**config.mk**
```make
export PLATFORM = sky130hd
export DESIGN_NAME = ex_stage_mc
export DESIGN_NICKNAME = d
export VERILOG_FILES = /design/src/rtl/ex_stage_mc.sv
export SDC_FILE = /design/constraint.sdc
export NUM_CORES = 2
export LEC_CHECK = 0
export ABC_AREA = 1
export BUFFER_PORTS_ARGS = -buffer_cell sky130_fd_sc_hd__clkbuf_2
export CORE_MARGIN = 2
export CORE_UTILIZATION = 42
export CTS_CLUSTER_SIZE = 12
export DETAILED_ROUTE_END_ITERATION = 8
export MAX_ROUTING_LAYER = met4
export PLACE_DENSITY = 0.75
export SLEW_MARGIN = 30
export SYNTH_ARGS = -nofsm -noshare
export SYNTH_HDL_FRONTEND = slang
export SYNTH_SLANG_ARGS = --single-unit
```
**constraint.sdc**
```tcl
create_clock -name clk -period 9.9 [get_ports clk]
set_input_delay 0.99 -clock clk [delete_from_list [all_inputs] [get_ports clk]]
set_output_delay 0.99 -clock clk [all_outputs]
set_load 0.005 [all_outputs]
```
**src/rtl/ex_stage_mc.sv**
```systemverilog
// Execute stage: operand forwarding, single-cycle ALU, branch resolve and iterative shift-add MUL.
// Define EX_STAGE_MC_DIV_EN to build the restoring DIVU/REMU unit; otherwise cmds 11/12 return 0.
module ex_stage_mc #(
  parameter int unsigned XLEN  = 32,
  parameter int unsigned N_FWD = 2,
  localparam int unsigned SW   = $clog2(N_FWD + 1)
) (
  input  logic                  clk,
  input  logic                  rst,
  input  logic                  flush,
  input  logic                  in_valid,
  output logic                  in_ready,
  input  logic [3:0]            exe_cmd,
  input  logic [XLEN-1:0]       val1,
  input  logic [XLEN-1:0]       val2,
  input  logic [XLEN-1:0]       val_src2,
  input  logic [XLEN-1:0]       pc_in,
  input  logic [1:0]            br_type,
  input  logic                  wb_en,
  input  logic                  mem_w,
  input  logic                  mem_r,
  input  logic [4:0]            dest,
  input  logic [N_FWD*XLEN-1:0] fwd_data,
  input  logic [SW-1:0]         val1_sel,
  input  logic [SW-1:0]         val2_sel,
  input  logic [SW-1:0]         st_sel,
  output logic                  out_valid,
  input  logic                  out_ready,
  output logic [XLEN-1:0]       alu_result,
  output logic [XLEN-1:0]       br_addr,
  output logic [XLEN-1:0]       st_val,
  output logic [XLEN-1:0]       pc_out,
  output logic                  br_taken,
  output logic                  wb_en_out,
  output logic                  mem_w_out,
  output logic                  mem_r_out,
  output logic [4:0]            dest_out,
  output logic                  busy
);

  localparam int unsigned SHW = $clog2(XLEN);

  localparam logic [3:0] CMD_ADD  = 4'd0;
  localparam logic [3:0] CMD_SUB  = 4'd1;
  localparam logic [3:0] CMD_AND  = 4'd2;
  localparam logic [3:0] CMD_OR   = 4'd3;
  localparam logic [3:0] CMD_NOR  = 4'd4;
  localparam logic [3:0] CMD_XOR  = 4'd5;
  localparam logic [3:0] CMD_SLL  = 4'd6;
  localparam logic [3:0] CMD_SRL  = 4'd7;
  localparam logic [3:0] CMD_SRA  = 4'd8;
  localparam logic [3:0] CMD_SLT  = 4'd9;
  localparam logic [3:0] CMD_MUL  = 4'd10;
`ifdef EX_STAGE_MC_DIV_EN
  localparam logic [3:0] CMD_DIVU = 4'd11;
  localparam logic [3:0] CMD_REMU = 4'd12;
`endif

  localparam logic [1:0] BR_NONE = 2'd0;
  localparam logic [1:0] BR_BEQ  = 2'd1;
  localparam logic [1:0] BR_BNE  = 2'd2;
  localparam logic [1:0] BR_JMP  = 2'd3;

  typedef enum logic [1:0] {
    S_IDLE,
    S_MUL
`ifdef EX_STAGE_MC_DIV_EN
    , S_DIV
`endif
  } state_t;

  state_t          state, state_n;
  logic [SHW-1:0]  cnt;
  logic [XLEN-1:0] op_a, op_b, op_c;
  logic [XLEN-1:0] p_br_addr, p_st_val, p_pc;
  logic            p_br_taken, p_wb_en, p_mem_w, p_mem_r;
  logic [4:0]      p_dest;

  logic            accept, is_mul, last_c, ld_single, ld_multi, iter;
  logic [XLEN-1:0] v1_c, v2_c, st_c, alu_c, br_addr_c, mul_acc_c, multi_c;
  logic            br_taken_c;
`ifdef EX_STAGE_MC_DIV_EN
  logic            is_div, is_rem, div_ge_c;
  logic [XLEN:0]   div_sh_c;
  logic [XLEN-1:0] div_rem_c, div_q_c;
`endif

  // Select 0 or an out-of-range select keeps the instruction's own operand.
  function automatic logic [XLEN-1:0] fwd_mux(input logic [SW-1:0] sel, input logic [XLEN-1:0] own);
    logic [XLEN-1:0] r;
    r = own;
    for (int k = 0; k < int'(N_FWD); k++)
      if (int'(sel) == k + 1) r = fwd_data[k*XLEN +: XLEN];
    return r;
  endfunction

  assign v1_c      = fwd_mux(val1_sel, val1);
  assign v2_c      = fwd_mux(val2_sel, val2);
  assign st_c      = fwd_mux(st_sel, val_src2);
  assign br_addr_c = pc_in + val2;

  assign in_ready = (state == S_IDLE) && (!out_valid || out_ready) && !flush;
  assign accept   = in_valid && in_ready;
  assign is_mul   = (exe_cmd == CMD_MUL);
  assign last_c   = (cnt == SHW'(XLEN - 1));
`ifdef EX_STAGE_MC_DIV_EN
  assign is_div   = (exe_cmd == CMD_DIVU) || (exe_cmd == CMD_REMU);
`endif

  // Single-cycle ALU
  always_comb begin
    alu_c = '0;
    case (exe_cmd)
      CMD_ADD: alu_c = v1_c + v2_c;
      CMD_SUB: alu_c = v1_c - v2_c;
      CMD_AND: alu_c = v1_c & v2_c;
      CMD_OR:  alu_c = v1_c | v2_c;
      CMD_NOR: alu_c = ~(v1_c | v2_c);
      CMD_XOR: alu_c = v1_c ^ v2_c;
      CMD_SLL: alu_c = v1_c << v2_c[SHW-1:0];
      CMD_SRL: alu_c = v1_c >> v2_c[SHW-1:0];
      CMD_SRA: alu_c = XLEN'($signed(v1_c) >>> v2_c[SHW-1:0]);
      CMD_SLT: alu_c = XLEN'($signed(v1_c) < $signed(v2_c));
      default: alu_c = '0;
    endcase
  end

  always_comb begin
    br_taken_c = 1'b0;
    case (br_type)
      BR_NONE: br_taken_c = 1'b0;
      BR_BEQ:  br_taken_c = (v1_c == st_c);
      BR_BNE:  br_taken_c = (v1_c != st_c);
      BR_JMP:  br_taken_c = 1'b1;
      default: br_taken_c = 1'b0;
    endcase
  end

  // One iteration step; op_a = accumulator/remainder, op_b = multiplicand/quotient, op_c = multiplier/divisor.
  assign mul_acc_c = op_a + (op_c[0] ? op_b : '0);
`ifdef EX_STAGE_MC_DIV_EN
  assign div_sh_c  = {op_a, op_b[XLEN-1]};
  assign div_ge_c  = (div_sh_c >= {1'b0, op_c});
  assign div_rem_c = div_ge_c ? XLEN'(div_sh_c - {1'b0, op_c}) : div_sh_c[XLEN-1:0];
  assign div_q_c   = {op_b[XLEN-2:0], div_ge_c};
  assign multi_c   = (state == S_MUL) ? mul_acc_c : (is_rem ? div_rem_c : div_q_c);
`else
  assign multi_c   = mul_acc_c;
`endif

  always_ff @(posedge clk or posedge rst) begin
    if (rst) begin
      state <= S_IDLE;
      busy  <= 1'b0;
    end else begin
      state <= state_n;
      busy  <= (state_n != S_IDLE);
    end
  end

  // Next state and load/iterate strobes
  always_comb begin
    state_n   = state;
    ld_single = 1'b0;
    ld_multi  = 1'b0;
    iter      = 1'b0;
    if (state == S_IDLE) begin
      if (accept) begin
        if (is_mul) state_n = S_MUL;
`ifdef EX_STAGE_MC_DIV_EN
        else if (is_div) state_n = S_DIV;
`endif
        else ld_single = 1'b1;
      end
    end else if (!last_c) begin
      iter = 1'b1;
    end else if (!(out_valid && !out_ready)) begin
      ld_multi = 1'b1;
      state_n  = S_IDLE;
    end
    if (flush) begin
      state_n  = S_IDLE;
      ld_multi = 1'b0;
      iter     = 1'b0;
    end
  end

  always_ff @(posedge clk or posedge rst) begin
    if (rst) begin
      out_valid  <= 1'b0;
      alu_result <= '0;
      br_addr    <= '0;
      st_val     <= '0;
      pc_out     <= '0;
      br_taken   <= 1'b0;
      wb_en_out  <= 1'b0;
      mem_w_out  <= 1'b0;
      mem_r_out  <= 1'b0;
      dest_out   <= '0;
    end else begin
      if (flush)                      out_valid <= 1'b0;
      else if (ld_single || ld_multi) out_valid <= 1'b1;
      else if (out_ready)             out_valid <= 1'b0;

      if (ld_single) begin
        alu_result <= alu_c;
        br_addr    <= br_addr_c;
        st_val     <= st_c;
        pc_out     <= pc_in;
        br_taken   <= br_taken_c;
        wb_en_out  <= wb_en;
        mem_w_out  <= mem_w;
        mem_r_out  <= mem_r;
        dest_out   <= dest;
      end else if (ld_multi) begin
        alu_result <= multi_c;
        br_addr    <= p_br_addr;
        st_val     <= p_st_val;
        pc_out     <= p_pc;
        br_taken   <= p_br_taken;
        wb_en_out  <= p_wb_en;
        mem_w_out  <= p_mem_w;
        mem_r_out  <= p_mem_r;
        dest_out   <= p_dest;
      end
    end
  end

  // Operands and side-band fields are frozen at acceptance for the iterative units.
  always_ff @(posedge clk or posedge rst) begin
    if (rst) begin
      cnt        <= '0;
      op_a       <= '0;
      op_b       <= '0;
      op_c       <= '0;
      p_br_addr  <= '0;
      p_st_val   <= '0;
      p_pc       <= '0;
      p_br_taken <= 1'b0;
      p_wb_en    <= 1'b0;
      p_mem_w    <= 1'b0;
      p_mem_r    <= 1'b0;
      p_dest     <= '0;
`ifdef EX_STAGE_MC_DIV_EN
      is_rem     <= 1'b0;
`endif
    end else if (accept) begin
      cnt        <= '0;
      op_a       <= '0;
      op_b       <= v1_c;
      op_c       <= v2_c;
      p_br_addr  <= br_addr_c;
      p_st_val   <= st_c;
      p_pc       <= pc_in;
      p_br_taken <= br_taken_c;
      p_wb_en    <= wb_en;
      p_mem_w    <= mem_w;
      p_mem_r    <= mem_r;
      p_dest     <= dest;
`ifdef EX_STAGE_MC_DIV_EN
      is_rem     <= (exe_cmd == CMD_REMU);
`endif
    end else if (iter) begin
      cnt <= cnt + SHW'(1);
      if (state == S_MUL) begin
        op_a <= mul_acc_c;
        op_b <= op_b << 1;
        op_c <= op_c >> 1;
      end
`ifdef EX_STAGE_MC_DIV_EN
      else begin
        op_a <= div_rem_c;
        op_b <= div_q_c;
      end
`endif
    end
  end

endmodule

```
Word level (Yosys, flattened, before mapping)
Cells that the tools add are included.
- bits in registers: 347
- output and inout bits: 140
- logic and storage cells: 135
- add/subtract/negate cells: 5
- bitwise logic cells: 4
- equality and inequality tests: 23
- order comparisons: 1
- reductions and logical operators: 18
- mux-type cells: 57
- shift-type cells: 3
- operators by type and width (operator ; count):
    2-to-1 mux 32 bit ; 24
    one-hot mux 32 bit (10 select lines) ; 1
    adder 32 bit ; 3
    AND 32 bit ; 1
    equality test 32 bit ; 1
    less-than comparator 32 bit ; 1
    != test 32 bit ; 1
    NOT 32 bit ; 1
    OR 32 bit ; 1
    left shift 32 x 5 -> 32 bit ; 1
    >> shifter 32 x 5 -> 32 bit ; 1
    >>> shifter 32 x 5 -> 32 bit ; 1
    subtractor 32 bit ; 1
    bitwise XOR 32 bit ; 1
    2-to-1 mux 1 bit ; 21
    2-to-1 mux 5 bit ; 4
    equality test 2 bit, second input constant ; 8
    equality test 4 x 3 -> 1 bit, second input constant ; 4
    equality test 4 bit, second input constant ; 3
    2-to-1 mux 2 bit ; 6
    equality test 4 x 2 -> 1 bit, second input constant ; 2
    nonzero test 2 bit ; 4
    adder 5 x 1 -> 5 bit, second input constant ; 1
    equality test 5 bit, second input constant ; 1
    other kinds (10) ; 18

Depth between registers and ports, before layout
- depth after elaboration: 10
- mapped depth: 29
- depth with buffers taken out: 27

Worst setup path before layout
Ideal clock, no wire load.
- path kind: input -> register
- start point: in val1_sel[0]
- end point: reg alu_result[30]
- arrival time: 3.966 ns
- data required time: 9.780 ns
- setup slack: 5.814 ns
- stages on the path: 27
- path through: buf_4 -> inv_4 -> nand2_4 -> buf_6 -> buf_6 -> o211ai_1 -> o21ai_2 -> inv_1 -> ha_1 -> inv_1 -> fa_1 -> inv_1 -> nand2_1 -> o21ai_0 -> nand2_1 -> nand2_1 -> nand2_1 -> nand2_1 -> inv_1 -> o21ai_0 -> nand3_1 -> nand2_1 -> nand2_1 -> nand3_1 -> nand4_1 -> nand2_1 -> a21oi_1
- word-level cells in the longest chain between the ends: 7
- elaborated cells on any way between the ends: 15
- classes of those cells: 2 x add/sub; 2 x eq/ne; 3 x shift; 4 x mux; 4 x bitwise
- ends and longest elaborated chain (element ; line ; source):
    start, declared ; 24 ; input logic [SW-1:0] val1_sel,
    equality test 2 bit ; 93 ; if (int'(sel) == k + 1) r = fwd_data[k*XLEN +: XLEN];
    2-to-1 mux 32 bit ; 93 ;
    2-to-1 mux 32 bit * ; 93 ;
    branches (longest 2 deep; another with subtractor 32 bit) ; - ;
    one-hot mux 32 bit (10 select lines) * ; 113 ; case (exe_cmd)
    2-to-1 mux 32 bit * ; 205 ; if (ld_single) begin
    end signal, assigned ; 206 ; alu_result <= alu_c;
    end signal, assigned ; 216 ; alu_result <= multi_c;
    end, declared ; 29 ; output logic [XLEN-1:0] alu_result,
Every way passes the cells marked *.
A chain may end at the register's enable or synchronous reset.

Worst setup path in the final report
- start point: in val2_sel[1]
- end point: reg alu_result[27]
- word-level cells in the longest chain between the ends: 7
- elaborated cells on any way between the ends: 15
- classes of those cells: 2 x add/sub; 2 x eq/ne; 3 x shift; 4 x mux; 4 x bitwise
- ends and longest elaborated chain (element ; line ; source):
    start, declared ; 25 ; input logic [SW-1:0] val2_sel,
    equality test 2 bit ; 93 ;
    2-to-1 mux 32 bit ; 93 ;
    2-to-1 mux 32 bit * ; 93 ;
    branches (longest 2 deep; another with subtractor 32 bit) ; - ;
    one-hot mux 32 bit (10 select lines) * ; 113 ;
    2-to-1 mux 32 bit * ; 205 ;
Marked as above.

==> results by group <==
Power and ir drop
  – Pint: 0.00331 W
  – Pleak: 17.6 nW
  – P per Cell Area: 168 nW/um^2
  – Sw Share: 42.4%
  – Overall Power: 0.00575 W
  – Worst vdd ir: 130 uV
  – Sequential power share: 32.1%
  – Part of the power in combinational logic: 37.4%
  – Clock network power share: 30.5%
  – P_sw: 0.00244 W

Detailed routing
  – Avg Vias per Cell: 6.01
  – Residual DRC: 0
  – ANT nets after route: 0
  – Vias: 35200
  – Final WL: 150000 microns
  – 1st-iter DRT viols: 5260
  – Drt wl/cell: 25.7 microns
  – Router iterations before antenna repair: 9

Run
  – Max cap viols: 0

Final layout
  – Area of the multi-input gates: 18700 sq um
  – Most frequent cells in the layout: nand2_1, inv_1, nand3_1
  – Synth-to-Final Area Change: 12.7%
  – Nets@finish: 5249
  – Commonest non-fill, non-tap cell in the layout: nand2_1
  – Seq. cell area: 8680 sq um
  – Share of post-route cells with drive strength above 1: 13.0%
  – Fillers: 7384

STA
  – Highest Clock Rate: 184 MHz
  – Final hold slack: 480 ps
  – # setup viols final: 0
  – Hold Fails Final Rpt: 0
  – Minimum clock period: 5420 ps
  – RSZ-0062 raised after global routing: false
  – Tightest Pin Transition: 1120 ps
  – Slew margin rel.: 24.5%
  – Post-route setup TNS: 0 ps
  – Fin. max-slew vios: 0
  – Final setup margin: 4480 ps
  – Period utilization: 54.8%
  – Clk_skew: 30.9 ps

Placement
  – DP Wirelength: 117000 microns
  – IO buf count: 356
  – Dpl ws: 4010 ps
  – Gpl congestion: 1.13

Die
  – Initial core utilization: 42.4%
  – DIE HEIGHT: 272 microns
  – Die area: 74300 sq um
  – Number of I/O pins: 357
  – Site Rows: 98
  – Core area: 71500 sq um
  – Die Wd: 272 microns

Synth
  – Top FF cell, synth: dfrtp_1
  – Multiplexer share of the synthesized area: 0%
  – Area share of fa/ha/maj cells after synthesis: 6.93%
  – Yosys reg bits: 347
  – Simple-gate area share of the yosys netlist: 33.3%
  – Mean Syn Cell Area: 6.50 sq um
  – Post-synth ARST share: 100%
  – Post-synth EDFFs: 0
  – Synth Area in XOR/XNOR: 1.97%
  – Synth Area in Compound Gates: 19.5%
  – Synth cell types: 60
  – Main combinational cell family by area after synthesis: simple AND/OR/NAND/NOR gates
  – Gate Count Post-Synth: 4656
  – Cell area after synthesis: 30300 sq um
  – Net count after synthesis: 5039
  – Warnings from Yosys: 0
  – Sequential-to-total area share from yosys stat: 28.7%

Critical path
  – Setup crit end kind: flip-flop
  – Critical path fanouts, max: 43
  – Arr. time, crit path: 5910 ps
  – Kind of critical path: in -> reg
  – Worst EP required: 10390 ps
  – Crit path launch type: input port

Clock tree
  – Post-CTS Hold Buffers: 0
  – CTS tree: done
  – H-tree depth: 2
  – # resized after CTS: 0
  – Worst-Skew Late Latency: 620 ps
  – # clock sinks: 347
  – CTS Buf Count: 44
  – Setup Fix Bufs, Post-CTS: 0
  – Clk buf depth: 3
  – Root Buffer: clkbuf_16
  – CTS clk-pin slew, worst paths: 60 ps

Global route
  – Overflow after GRT: 0
  – Met1 capacity usage during global routing: 52.7%
  – Met2 Track Usage GR: 57.5%
  – Tot GR Track Use: 40.4%
  – First-pass GRT wire length: 216000 microns
  – Most Crowded Layer GR: met2
  – Initial antenna violation count: 11
  – Vias in the first global route: 32200
  – Global Route met3 Usage: 9.38%
  – Pin count of the biggest net entering global routing: 156

Hold path
  – Hold/Removal Path Class: reg -> reg

Outcome
  – Status: complete, no violations
## Yosys cell counts, types with 5 or more instances
master	n	area (sq um)
xnor2_1	19	166
nor4_1	6	37.5
buf_1	6	22.5
clkbuf_1	154	578
a22oi_1	30	225
a21oi_1	285	1430
nor2_1	334	1250
nand2_1	1407	5280
nand3b_1	7	52.6
nand3_1	439	2200
a22o_1	21	184
o22ai_1	20	125
ha_1	163	2040
nand3_2	20	200
nand2_4	7	78.8
buf_2	56	280
nand4_1	27	169
inv_1	448	1680
or2_0	7	43.8
xor2_1	49	429
o2111ai_1	7	61.3
buf_4	6	45.0
nand2_2	43	269
dfrtp_1	347	8680
nor3_1	41	205
a31oi_1	22	138
a21o_1	13	97.6
inv_2	23	86.3
o221ai_1	30	263
or2_2	20	125
or2_1	14	87.6
o21bai_1	18	135
o21ai_0	331	1660
o211ai_1	102	766
a221oi_1	21	184
o31ai_1	5	37.5
o21ai_1	24	120
buf_6	15	169
o21ai_2	6	52.6
o21a_1	14	105
a32o_1	11	110
## state kept, by name, summed over array words and instances, names as in the netlist, 2 cells and up
signal      flops
p_dest          5
op_a           32
state           2
p_st_val       32
st_val         32
alu_result     32
op_b           32
br_addr        32
p_br_addr      32
op_c           32
dest_out        5
cnt             5
p_pc           32
pc_out         32
## cell type report
| class | instances | share of cell area (%) |
|---|---|---|
| clock buffers | 53 | 3.47 |
| clock inverters | 26 | 1.03 |
| multi-input cells | 3596 | 54.9 |
| diodes | 8 | 0.0587 |
| inverters | 473 | 5.24 |
| flip-flops and latches | 347 | 25.5 |
| well taps | 950 | 3.48 |
| repair buffers | 404 | 6.32 |
## power by group through the flow
| stage | clock network [W] | registers [W] | logic (W) |
|---|---|---|---|
| floorplan | 0 | 0.00180 | 0.00127 |
| global placement | 0 | 0.00185 | 0.00206 |
| detailed placement | 0 | 0.00185 | 0.00207 |
| CTS | 0.00176 | 0.00183 | 0.00208 |
| global route | 0.00182 | 0.00186 | 0.00231 |
| finish | 0.00175 | 0.00184 | 0.00215 |
## final timing paths
kind                             start  slack [ps]  cells past startpoint        endpoint
setup / recovery           val2_sel[1]        4480                     24  alu_result[27]
hold / removal              pc_out[19]         480                      2      pc_out[19]
setup reg to reg                cnt[0]        5480                     13        op_c[16]
hold reg to reg             pc_out[19]         480                      2      pc_out[19]
max in group asynchronous          rst        7740                      4      br_addr[9]
min in group asynchronous          rst         650                      3      pc_out[26]
## worst max-delay path: stages
cell      delay (ps)
clkbuf_2          90
inv_1            110
nand2_2          440
inv_2            660
nand2_1          130
o211ai_2         110
o21ai_4           70
buf_4            300
inv_2             90
buf_4            450
ha_1             270
inv_1             60
o21ai_0          510
a21oi_1          180
o21ai_0          260
a21oi_1          160
nand2_1          110
nand3_1          170
a21oi_1          190
nor2_1            60
nor2_1           120
nand2_1           70
a21oi_1          140
nor2_1            50
## routing by layer
metal  share of wire (%)  routed length, microns  up-vias
met5                   0                       0        -
met4                 6.9                   10300        0
met3                  12                   17600      459
met2                  41                   62000     2335
met1                  40                   60300    16600
li1                    -                       -    15900
## cells by family after synthesis
logic type | count (synthesis)
and+or+nand+nor | 2382
buffers and inverters | 713
DFF | 347
AOI/OAI and AO/OA | 980
xor gates and xnor gates | 68
adders and majority gates | 166
## stage by stage
step	instances	utilization [%]	area [sq um]
2_1_floorplan	4656	-	30300
3_5_place_dp	5770	45.5	32500
5_1_grt	5855	47.7	34100
3_3_place_gp	5769	45.5	32500
6_report	5857	47.7	34100
4_1_cts	5849	47.7	34100
(Power assumes the default switching activity.)
